===== config.mk =====
export PLATFORM = sky130hd
export DESIGN_NAME = register_pipe
export DESIGN_NICKNAME = d
export VERILOG_FILES = /design/src/rtl/noc_stage_pkg.sv /design/src/rtl/skid_stage.sv /design/src/rtl/register_pipe.sv
export SDC_FILE = /design/constraint.sdc
export NUM_CORES = 1
export LEC_CHECK = 0
export BUFFER_PORTS_ARGS = -buffer_cell sky130_fd_sc_hd__buf_2
export CORE_MARGIN = 2
export CORE_UTILIZATION = 25
export CTS_CLUSTER_SIZE = 28
export DETAILED_ROUTE_END_ITERATION = 6
export SETUP_SLACK_MARGIN = 0.3
export SKIP_CTS_REPAIR_TIMING = 1
export SYNTH_ARGS = -nofsm -noshare
export SYNTH_HDL_FRONTEND = slang
export SYNTH_SLANG_ARGS = --single-unit

===== constraint.sdc =====
create_clock -name clk -period 1.9 [get_ports clk]
set_input_delay 0.095 -clock clk [delete_from_list [all_inputs] [get_ports clk]]
set_output_delay 0.095 -clock clk [all_outputs]
set_load 0.02 [all_outputs]

===== src/rtl/noc_stage_pkg.sv =====
// Shared definitions for the elastic NoC pipe: stage states and even parity.
package noc_stage_pkg;

    typedef enum logic [1:0] {
        EMPTY = 2'd0,
        BUSY  = 2'd1,
        FULL  = 2'd2
    } stage_state_e;

    // Callers zero-extend their vector to this width; zero bits do not change parity.
    localparam int PAR_MAX_W = 1024;

    function automatic logic even_parity(input logic [PAR_MAX_W-1:0] d);
        return ^d;
    endfunction

endpackage


===== src/rtl/skid_stage.sv =====
// One elastic stage: main + skid register, registered ready so the
// downstream ready never reaches the upstream ready combinationally.
module skid_stage
    import noc_stage_pkg::*;
#(
    parameter int DATA_W = 32,
    parameter int SIDE_W = 3
) (
    input  logic              clk,
    input  logic              rst,
    input  logic [DATA_W-1:0] in_data,
    input  logic [SIDE_W-1:0] in_side,
    input  logic              in_valid,
    output logic              in_ready,
    output logic [DATA_W-1:0] out_data,
    output logic [SIDE_W-1:0] out_side,
    output logic              out_valid,
    input  logic              out_ready
);

    stage_state_e state, state_nxt;
    logic              push, pop;
    logic              load_main_in, load_main_skid, load_skid;
    logic [DATA_W-1:0] main_data, skid_data;
    logic [SIDE_W-1:0] main_side, skid_side;

    assign push = in_valid & in_ready;
    assign pop  = out_valid & out_ready;

    assign load_main_in   = push && ((state == EMPTY) || ((state == BUSY) && pop));
    assign load_main_skid = pop && (state == FULL);
    assign load_skid      = push && !pop && (state == BUSY);

    always_comb begin
        state_nxt = state;
        unique case (state)
            EMPTY:   if (push) state_nxt = BUSY;
            BUSY: begin
                if (push && !pop)      state_nxt = FULL;
                else if (pop && !push) state_nxt = EMPTY;
            end
            FULL:    if (pop) state_nxt = BUSY;
            default: state_nxt = EMPTY;
        endcase
    end

    always_ff @(posedge clk) begin
        if (rst) begin
            state     <= EMPTY;
            in_ready  <= 1'b0;
            out_valid <= 1'b0;
        end else begin
            state     <= state_nxt;
            in_ready  <= (state_nxt != FULL);
            out_valid <= (state_nxt != EMPTY);
        end
    end

    // Payload registers hold no reset; out_data is only meaningful with out_valid.
    always_ff @(posedge clk) begin
        if (load_main_in)        main_data <= in_data;
        else if (load_main_skid) main_data <= skid_data;
        if (load_skid)           skid_data <= in_data;
    end

    always_ff @(posedge clk) begin
        if (rst) begin
            main_side <= '0;
            skid_side <= '0;
        end else begin
            if (load_main_in)        main_side <= in_side;
            else if (load_main_skid) main_side <= skid_side;
            if (load_skid)           skid_side <= in_side;
        end
    end

    assign out_data = main_data;
    assign out_side = main_side;

endmodule


===== src/rtl/register_pipe.sv =====
// Cascade of DEPTH elastic skid stages with an occupancy counter.
// Optional macro REGISTER_PIPE_PARITY_EN carries a parity bit and flags errors.
module register_pipe
    import noc_stage_pkg::*;
#(
    parameter int FLIT_WIDTH = 32,
    parameter int FLAGS      = 3,
    parameter int DEPTH      = 2
) (
    input  logic                           clk,
    input  logic                           rst,
    input  logic [FLIT_WIDTH-1:0]          in_flit,
    input  logic [FLAGS-1:0]               in_flags,
    input  logic                           in_valid,
    output logic                           in_ready,
    output logic [FLIT_WIDTH-1:0]          out_flit,
    output logic [FLAGS-1:0]               out_flags,
    output logic                           out_valid,
    input  logic                           out_ready,
    output logic [$clog2(2*DEPTH+1)-1:0]   occupancy
`ifdef REGISTER_PIPE_PARITY_EN
    ,
    input  logic                           in_par,
    output logic                           out_par,
    output logic                           par_err
`endif
);

    localparam int OCC_W = $clog2(2*DEPTH+1);
`ifdef REGISTER_PIPE_PARITY_EN
    localparam int SIDE_W = FLAGS + 1;
`else
    localparam int SIDE_W = FLAGS;
`endif

    logic [DEPTH:0][FLIT_WIDTH-1:0] flit_c;
    logic [DEPTH:0][SIDE_W-1:0]     side_c;
    logic [DEPTH:0]                 vld_c;
    logic [DEPTH:0]                 rdy_c;
    logic                           in_xfer, out_xfer;

    assign flit_c[0]    = in_flit;
    assign vld_c[0]     = in_valid;
    assign in_ready     = rdy_c[0];
    assign rdy_c[DEPTH] = out_ready;
    assign out_flit     = flit_c[DEPTH];
    assign out_valid    = vld_c[DEPTH];

`ifdef REGISTER_PIPE_PARITY_EN
    assign side_c[0]            = {in_par, in_flags};
    assign {out_par, out_flags} = side_c[DEPTH];
`else
    assign side_c[0] = in_flags;
    assign out_flags = side_c[DEPTH];
`endif

    genvar g;
    for (g = 0; g < DEPTH; g++) begin : g_stage
        skid_stage #(
            .DATA_W (FLIT_WIDTH),
            .SIDE_W (SIDE_W)
        ) u_stage (
            .clk       (clk),
            .rst       (rst),
            .in_data   (flit_c[g]),
            .in_side   (side_c[g]),
            .in_valid  (vld_c[g]),
            .in_ready  (rdy_c[g]),
            .out_data  (flit_c[g+1]),
            .out_side  (side_c[g+1]),
            .out_valid (vld_c[g+1]),
            .out_ready (rdy_c[g+1])
        );
    end

    assign in_xfer  = in_valid & in_ready;
    assign out_xfer = out_valid & out_ready;

    always_ff @(posedge clk) begin
        if (rst) begin
            occupancy <= '0;
        end else begin
            unique case ({in_xfer, out_xfer})
                2'b10:   occupancy <= occupancy + OCC_W'(1);
                2'b01:   occupancy <= occupancy - OCC_W'(1);
                default: occupancy <= occupancy;
            endcase
        end
    end

`ifdef REGISTER_PIPE_PARITY_EN
    // Sticky: only reset clears a detected error.
    always_ff @(posedge clk) begin
        if (rst) begin
            par_err <= 1'b0;
        end else if (out_xfer &&
                     (even_parity(PAR_MAX_W'({out_flags, out_flit})) != out_par)) begin
            par_err <= 1'b1;
        end
    end
`endif

endmodule


After elaboration in Yosys (flattened, before gate mapping)

Index checks and enable logic that the tools add are counted.

Register bits after elaboration: 151
Input bits: 39
Output and inout bits: 40
Word-level logic and storage cells: 71

Add/sub/neg operators: 2
Eq/ne operators: 8
Multiplexer cells: 19
Bitwise logic cells: 3
Reduce and logical (&&, ||, !) cells: 24

Operators with widths:

| operator            | number |
|---|---|
| $mux 32             | 4 |
| $mux 2              | 8 |
| $logic_and 1x1->1   | 12 |
| $mux 3              | 4 |
| $pmux 2 s3          | 2 |
| $reduce_bool 2->1   | 5 |
| $eq 2x1->1 const B  | 3 |
| $eq 2x2->1 const B  | 3 |
| $pmux 3 s2          | 1 |
| $logic_not 2->1     | 2 |
| $ne 2x2->1 const B  | 2 |
| $add 3x1->3 const B | 1 |
| $and 1x1->1         | 3 |
| $logic_not 1->1     | 3 |
| $sub 3x1->3 const B | 1 |
| $logic_or 1x1->1    | 2 |

Longest topological paths before layout

Gate-level depths: netlist of run 1.

Word-level depth: 7
Gate-level depth with buffers: 6
Gate-level depth less buffers: 6

Cells and area by module

A second synthesis of run 1 with hierarchy kept.

Cells, all modules: 313
Area, all modules: 5,914.4 um^2

By module, submodules not included:

| module        | times used | cells an instance | area each (um^2) | seq. area each (um^2) |
|---|---|---|---|---|
| skid_stage    | 2          | 149               | 2,880.3          | 2,122.0 |
| register_pipe | 1          | 15                | 153.9            | 60.1 |

Worst setup path after synthesis of run 1

Ideal clock, no wire load.

Path type: register to register
From: register g_stage[1].u_stage.out_valid
To: register g_stage[1].u_stage.main_data[0] (enable)
Setup time: 0.389 ns
Arrival time: 1.773 ns
Data required time: 1.511 ns
Path slack: -0.263 ns
Stages on the path, launching flop included: 6
Period minus slack after synthesis: 2.163 ns
Cells stage by stage: dfxtp_1 > a21bo_4 > nand2_4 > buf_12 > buf_12 > nand2_1

Word-level cells in the longest chain between the ends: 5
Elaborated cells between the ends (all ways): 6
Classes of those cells: bitwise (1); reduce/logical (5)

RTL lines:

| item                          | RTL line         | source |
|---|---|---|
| start, declared               | skid_stage.sv:17 | `output logic out_valid,` |
| start signal, assigned        | skid_stage.sv:55 | `out_valid <= (state_nxt != EMPTY);` |
| $and 1x1->1 *                 | skid_stage.sv:28 | `assign pop = out_valid & out_ready;` |
| $logic_and 1x1->1             | skid_stage.sv:30 | `assign load_main_in = push && ((state == EMPTY) \|\| ((state == BUSY) && pop));` |
| $logic_or 1x1->1              | skid_stage.sv:30 |  |
| $logic_and 1x1->1             | skid_stage.sv:30 |  |
| $reduce_bool 2->1 (no line) * | n/a              |  |
| end signal, assigned          | skid_stage.sv:61 | `if (load_main_in) main_data <= in_data;` |
| end signal, assigned          | skid_stage.sv:62 | `else if (load_main_skid) main_data <= skid_data;` |
| end, declared                 | skid_stage.sv:24 | `logic [DATA_W-1:0] main_data, skid_data;` |

Mark *: on every way between the ends. The rest lies on a longest branch, timed or not.
A chain may end at the register's enable or synchronous reset.

Worst setup path in the final report of run 1

From: register g_stage[0].u_stage.in_ready
To: register occupancy[2]

Word-level cells in the longest chain between the ends: 3
Elaborated cells between the ends (all ways): 5
Classes of those cells: eq/ne (2); mux (1); bitwise (1); reduce/logical (1)

RTL lines:

| item                                            | RTL line            | source |
|---|---|---|
| start, declared                                 | skid_stage.sv:14    | `output logic in_ready,` |
| start signal, assigned                          | skid_stage.sv:54    | `in_ready <= (state_nxt != FULL);` |
| $and 1x1->1 *                                   | register_pipe.sv:76 | `assign in_xfer = in_valid & in_ready;` |
| $eq 2x1->1 or $eq 2x2->1 (tied branches)        | register_pipe.sv:83 | `unique case ({in_xfer, out_xfer})` |
| $pmux 3 s2 or $reduce_bool 2->1 (tied branches) | n/a                 |  |
| end signal, assigned                            | register_pipe.sv:84 | `2'b10: occupancy <= occupancy + OCC_W'(1);` |
| end signal, assigned                            | register_pipe.sv:85 | `2'b01: occupancy <= occupancy - OCC_W'(1);` |
| end signal, assigned                            | register_pipe.sv:86 | `default: occupancy <= occupancy;` |
| end, declared                                   | register_pipe.sv:20 | `output logic [$clog2(2*DEPTH+1)-1:0] occupancy` |

Marks and branches as above.

==> results of run 1 <==
-- worst register-to-register path, stage by stage, from the launching register on --
cell	delay (ns)
dfxtp_4	0.36
nand2_4	0.07
nand3_2	0.08
fa_2	0.35
or3b_4	0.39
a211oi_2	0.19
a31o_2	0.13
-- cell type report --
type / instances / area [µm²]
Fill cell: 2286 / 15500
Sequential cell: 151 / 4330
Multi-Input combinational cell: 148 / 1420
Timing Repair Buffer: 134 / 1070
Clock buffer: 17 / 425
Tap cell: 319 / 399
Clock inverter: 15 / 204
Inverter: 3 / 15.0
-- per-layer routing --
layer | vias to the layer above | wire (µm) | GRT usage
met5 | - | 0 | 0
met4 | 0 | 140 | 0.0322
met3 | 11 | 466 | 0.0351
met2 | 62 | 6780 | 0.162
met1 | 1613 | 5510 | 0.106
li1 | 1488 | - | -
-- synth_stat cells (all sizes together) (2+ instances only) --
cell,instances
a211oi,8
a21bo,2
a21oi,6
and3b,2
buf,40
clkbuf,2
dfxtp,23
edfxtp,128
inv,3
mux2,64
mux2i,12
nand2,7
nand3,6
nand3b,2
nand4,3
nor2,22
nor2b,4
o21ai,2
-- logic make-up (layout without fill, tap and decap cells) --
group                    after synthesis  count (layout)
AO/OA/AOI/OAI                         19              19
XOR/XNOR                               2               2
adder cells (fa/ha/maj)                1               1
buffers and inverters                 45             169
flip-flops                           151             151
multiplexers                          76              76
AND/OR/NAND/NOR                       49              50
-- flip-flops by register name, summed over array words and instances (netlist names) --
register,flops
g_stage.u_stage.skid_data,64
g_stage.u_stage.skid_side,6
g_stage.u_stage.out_data,64
occupancy,3
g_stage.u_stage.out_side,6
g_stage.u_stage.in_ready,2
g_stage.u_stage.state,4
g_stage.u_stage.out_valid,2
-- metrics by stage --
stage          instances   util  area [µm²]  setup WS, ns  hold WS (ns)
2_1_floorplan        343      -        6020        -0.106         0.167
3_3_place_gp         705  0.281        6590         0.238         0.290
3_5_place_dp         705  0.281        6590         0.152         0.290
4_1_cts              737  0.308        7210         0.145        -0.149
5_1_grt              787  0.336        7860         0.204        0.0583
6_report             787  0.336        7860         0.280        0.0588
-- where the power goes --
part           internal [W]  total, W  switching (W)
logic              0.000316  0.000653       0.000336
clock network       0.00221   0.00355        0.00134
registers           0.00373   0.00379      0.0000623
total               0.00625   0.00799        0.00174
-- worst paths after layout --
| kind | endpoint | slack (ns) | startpoint |
|---|---|---|---|
| max | occupancy[2]$_SDFFE_PP0P_ | 0.28 | g_stage[0].u_stage.in_ready$_SDFF_PP0_ |
| min | g_stage[1].u_stage.in_ready$_SDFF_PP0_ | 0.06 | out_ready |
| max reg2reg | occupancy[2]$_SDFFE_PP0P_ | 0.28 | g_stage[0].u_stage.in_ready$_SDFF_PP0_ |
| min reg2reg | g_stage[1].u_stage.skid_data[9]$_DFFE_PP_ | 0.45 | g_stage[0].u_stage.out_data[9]$_DFFE_PP_ |
-- cells in the final DEF, fill, tap and decap left out, drive strengths merged, types with 8 or more instances in the layout --
master / instances
nor2: 22
nand2: 8
dfxtp: 23
clkinv: 9
dlygate4sd3: 35
edfxtp: 128
clkbuf: 21
a211oi: 8
mux2: 64
buf: 95
mux2i: 12
==> results.tsv, run 1 <==
metric	value	unit
largest family of logic cells by synthesized area	multiplexers	
post-synthesis mux area share	0.143	
die height	158	µm
Tcrit/Tclk final	0.853	
CTS max path bufs	2	
die area	0.0251	mm²
crit-path max FO	4	
Row Count	56	
proportion of layout cells with a drive suffix above 1	0.491	
NumNets Final	495	
worst-path cell chain	nand2_4 > nand3_2 > fa_2 > or3b_4 > a211oi_2 > a31o_2	
Clock Latency Late Sink	0.41	ns
CTS tree	done	
XOR/XNOR Fraction of Synth Area	0.00294	
synth warn	0	
GP Congestion	0.703	
Worst Tran Pin Value	0.500	ns
asr flop ratio synth	0	
RSZ-0062 raised after global routing	yes	
fin. max-slew vios	0	
setup TNS	0	ns
top cell type by total area after synthesis	edfxtp_1	
PD cells	1020	mW/mm²
hold depth	3	
WP buf/inv	0	
DRT Wirelength	12900	µm
HPWL after DPL	7230	µm
Final Power	0.00799	W
adder-cell share of the synthesized area	0.00336	
Top delay family on crit path	simple AND/OR/NAND/NOR gates	
WP data arrival	1.99	ns
crit path time final	1.62	ns
nature of the critical path startpoint	flop	
number of synthesized flops with an enable pin	128	
vias in the first global route	3212	
routed vias	3174	
Final Hold Viols	0	
worst clock skew	0.00678	ns
Area Growth Syn to Fin	31.9	%
largest net degree at the start of global routing	40	
Routed Antenna Nets	0	
Residual DRC	0	
# IOs	79	
Avg Cell Area, Syn	17.4	µm²
number of stages on the worst setup path	6	
drt wl/cell	16.4	µm
initial antenna violation count	0	
synthesis-stage register bit count	151	
Worst Reg-to-Reg Cells	6	
hold crit path type	input pin to flop	
most common flop cell mapped by yosys	edfxtp_1	
top cell type's share of synthesized area	0.645	
drt pass-1 iters	4	
PortBufs	78	
Num CTS Buffers	17	
syn_nets	383	
Crit. End Element	flop	
Final setup viols	0	
vias per inst	4.03	
outcome	completed	
Synth cell types	35	
Setup CP Type	flop to flop	
CTS Sinks	151	
clock root buffer	clkbuf_16	
die width	158	µm
global route overflow	0	
CTS H-tree lvls	4	
post-synthesis simple-gate area fraction	0.0447	
peak supply drop	0.000536	V
clk slew on worst S/H paths	0.06	ns
sequential cell area fraction in the yosys report	0.723	
max-cap check violation count	0	
Worst EP required	2.27	ns
CP max stage delay	0.39	ns
Synth Area in Compound Gates	0.0252	
Post-Syn Area	0.00596	mm²
Area contributors post-synth	edfxtp_1, mux2_2, dfxtp_1	
Slew headroom	0.667	
Starting Density	0.255	
Post-Syn Instances	343	
Fmax	617	MHz
DRT iter0 DRCs	164	
slowest CP cell	or3b_4	
Pleak	2.86	nW
Antenna diodes	0	
first-pass GRT wire length	17200	µm
CORE AREA	0.0234	mm²
Total GRT Usage	0.0934	
Note: power is estimated with default switching activity, not from simulation.
==> run 2, diff against run 1 <==
--- a/config.mk
+++ b/config.mk
@@ -12,2 +12,3 @@
 export DETAILED_ROUTE_END_ITERATION = 6
+export PLACE_DENSITY_LB_ADDON = 0.2
 export SETUP_SLACK_MARGIN = 0.3
==> constraint.sdc (replaced) <==
create_clock -name clk -period 1.9 [get_ports clk]
set_input_delay 0.19 -clock clk [delete_from_list [all_inputs] [get_ports clk]]
set_output_delay 0.19 -clock clk [all_outputs]
set_load 0.02 [all_outputs]
==> results.tsv, run 2 (synthesis results as in run 1) <==
metric	value	unit
outcome	completed	
HPWL after DPL	7580	µm
Tcrit/Tclk final	0.877	
Fmax	600	MHz
CTS tree	done	
PD cells	1030	mW/mm²
first-pass GRT wire length	17600	µm
NumNets Final	487	
slowest CP cell	or3b_4	
worst-path cell chain	nand2_4 > nand3_1 > fa_2 > or3b_4 > a211oi_2 > a31o_2	
RSZ-0062 raised after global routing	yes	
initial antenna violation count	0	
WHS	0.0372	ns
vias per inst	3.99	
Hold Startpoint	in_flags[0]	
WP data arrival	2.02	ns
Worst Tran Pin Value	0.489	ns
Antenna diodes	0	
WP buf/inv	0	
CTS max path bufs	2	
Final Hold Viols	0	
cell area after layout	0.00769	mm²
Register Area	0.00432	mm²
hold crit path type	input pin to flop	
fin. max-slew vios	0	
Residual DRC	0	
Top delay family on crit path	simple AND/OR/NAND/NOR gates	
Hold EP	g_stage[0].u_stage.skid_side[0]$_SDFFE_PP0P_	
GP Congestion	0.714	
routed vias	3102	
DRT Wirelength	11800	µm
most frequent cells in the layout	edfxtp_1, buf_2, mux2_2, dlygate4sd3_1	
crit path time final	1.67	ns
Setup CP Type	flop to flop	
drt pass-1 iters	4	
nature of the critical path startpoint	flop	
vias in the first global route	3148	
area occupied by multi-input gates	0.00137	mm²
clk slew on worst S/H paths	0.06	ns
DRT iter0 DRCs	162	
Num CTS Buffers	17	
Pleak	2.78	nW
commonest non-fill, non-tap cell in the layout	edfxtp_1	
Starting Density	0.255	
Crit. End Element	flop	
Total GRT Usage	0.0954	
Clock Latency Late Sink	0.41	ns
CTS Sinks	151	
global route overflow	0	
hold depth	3	
Reg-to-Reg End	occupancy[2]$_SDFFE_PP0P_	
number of stages on the worst setup path	6	
drt wl/cell	15.1	µm
Worst Reg-to-Reg Cells	6	
FILL cells	2324	
Crit Reg-Reg Startpoint	g_stage[0].u_stage.in_ready$_SDFF_PP0_	
PortBufs	78	
Worst EP required	2.26	ns
worst clock skew	0.00803	ns
proportion of layout cells with a drive suffix above 1	0.477	
Routed Antenna Nets	0	
Slew headroom	0.674	
die height	158	µm
crit-path max FO	6	
placed inst area	0.00666	mm²
peak supply drop	0.000461	V
Row Count	56	
max-cap check violation count	0	
flop2flop setup slack	0.23	ns
largest net degree at the start of global routing	33	
# IOs	79	
die width	158	µm
Area Growth Syn to Fin	29.0	%
Final setup viols	0	
clock root buffer	clkbuf_16	
CORE AREA	0.0234	mm²
CP max stage delay	0.38	ns
CTS H-tree lvls	4	
die area	0.0251	mm²
[run 2: worst register-to-register path, cell delays in order (launching register included)]
cell and delay, ns:
dfxtp_4 0.36, nand2_4 0.09, nand3_1 0.12, fa_2 0.36
or3b_4 0.39, a211oi_2 0.18, a31o_2 0.12
[run 2: how the worst max path moves through the flow]
stage / slack [ns] / startpoint / end
3_3_place_gp: 0.27 / g_stage[0].u_stage.in_ready$_SDFF_PP0_ / occupancy[2]$_SDFFE_PP0P_
5_1_grt: 0.18 / g_stage[0].u_stage.in_ready$_SDFF_PP0_ / occupancy[2]$_SDFFE_PP0P_
3_5_place_dp: 0.23 / g_stage[0].u_stage.in_ready$_SDFF_PP0_ / occupancy[2]$_SDFFE_PP0P_
2_1_floorplan: -0.11 / g_stage[1].u_stage.out_valid$_SDFF_PP0_ / g_stage[1].u_stage.skid_side[0]$_SDFFE_PP0P_
4_1_cts: 0.21 / g_stage[0].u_stage.in_ready$_SDFF_PP0_ / occupancy[2]$_SDFFE_PP0P_
6_report: 0.23 / g_stage[0].u_stage.in_ready$_SDFF_PP0_ / occupancy[2]$_SDFFE_PP0P_
[run 2: stage by stage]
stage | cells | power, W | utilization | setup TNS, ns | setup WS, ns
2_1_floorplan | 343 | 0.00420 | - | -2.43 | -0.106
6_report | 778 | 0.00790 | 0.328 | 0 | 0.234
3_3_place_gp | 712 | 0.00437 | 0.285 | 0 | 0.273
4_1_cts | 743 | 0.00794 | 0.311 | 0 | 0.214
5_1_grt | 778 | 0.00821 | 0.328 | 0 | 0.176
3_5_place_dp | 712 | 0.00438 | 0.285 | 0 | 0.231
[run 2: metal layers]
metal,vias up,global-route usage,share of wire
met2,52,0.155,0.49
met4,0,0.0335,0.012
met1,1571,0.119,0.46
li1,1469,-,-
met3,10,0.0321,0.037
met5,-,0,0
[run 2: where the power goes]
part	switching, W	leakage, nW	internal [W]
registers	0.0000591	1.36	0.00373
clock network	0.00132	0.291	0.00220
logic	0.000300	1.13	0.000286
[run 2: final cells by class]
cell class / count / area share
inverters: 3 / 0.00195
well taps: 319 / 0.0519
multi-input cells: 147 / 0.178
repair buffers: 127 / 0.126
clock inverters: 11 / 0.0228
flip-flops and latches: 151 / 0.562
clock buffers: 20 / 0.0568
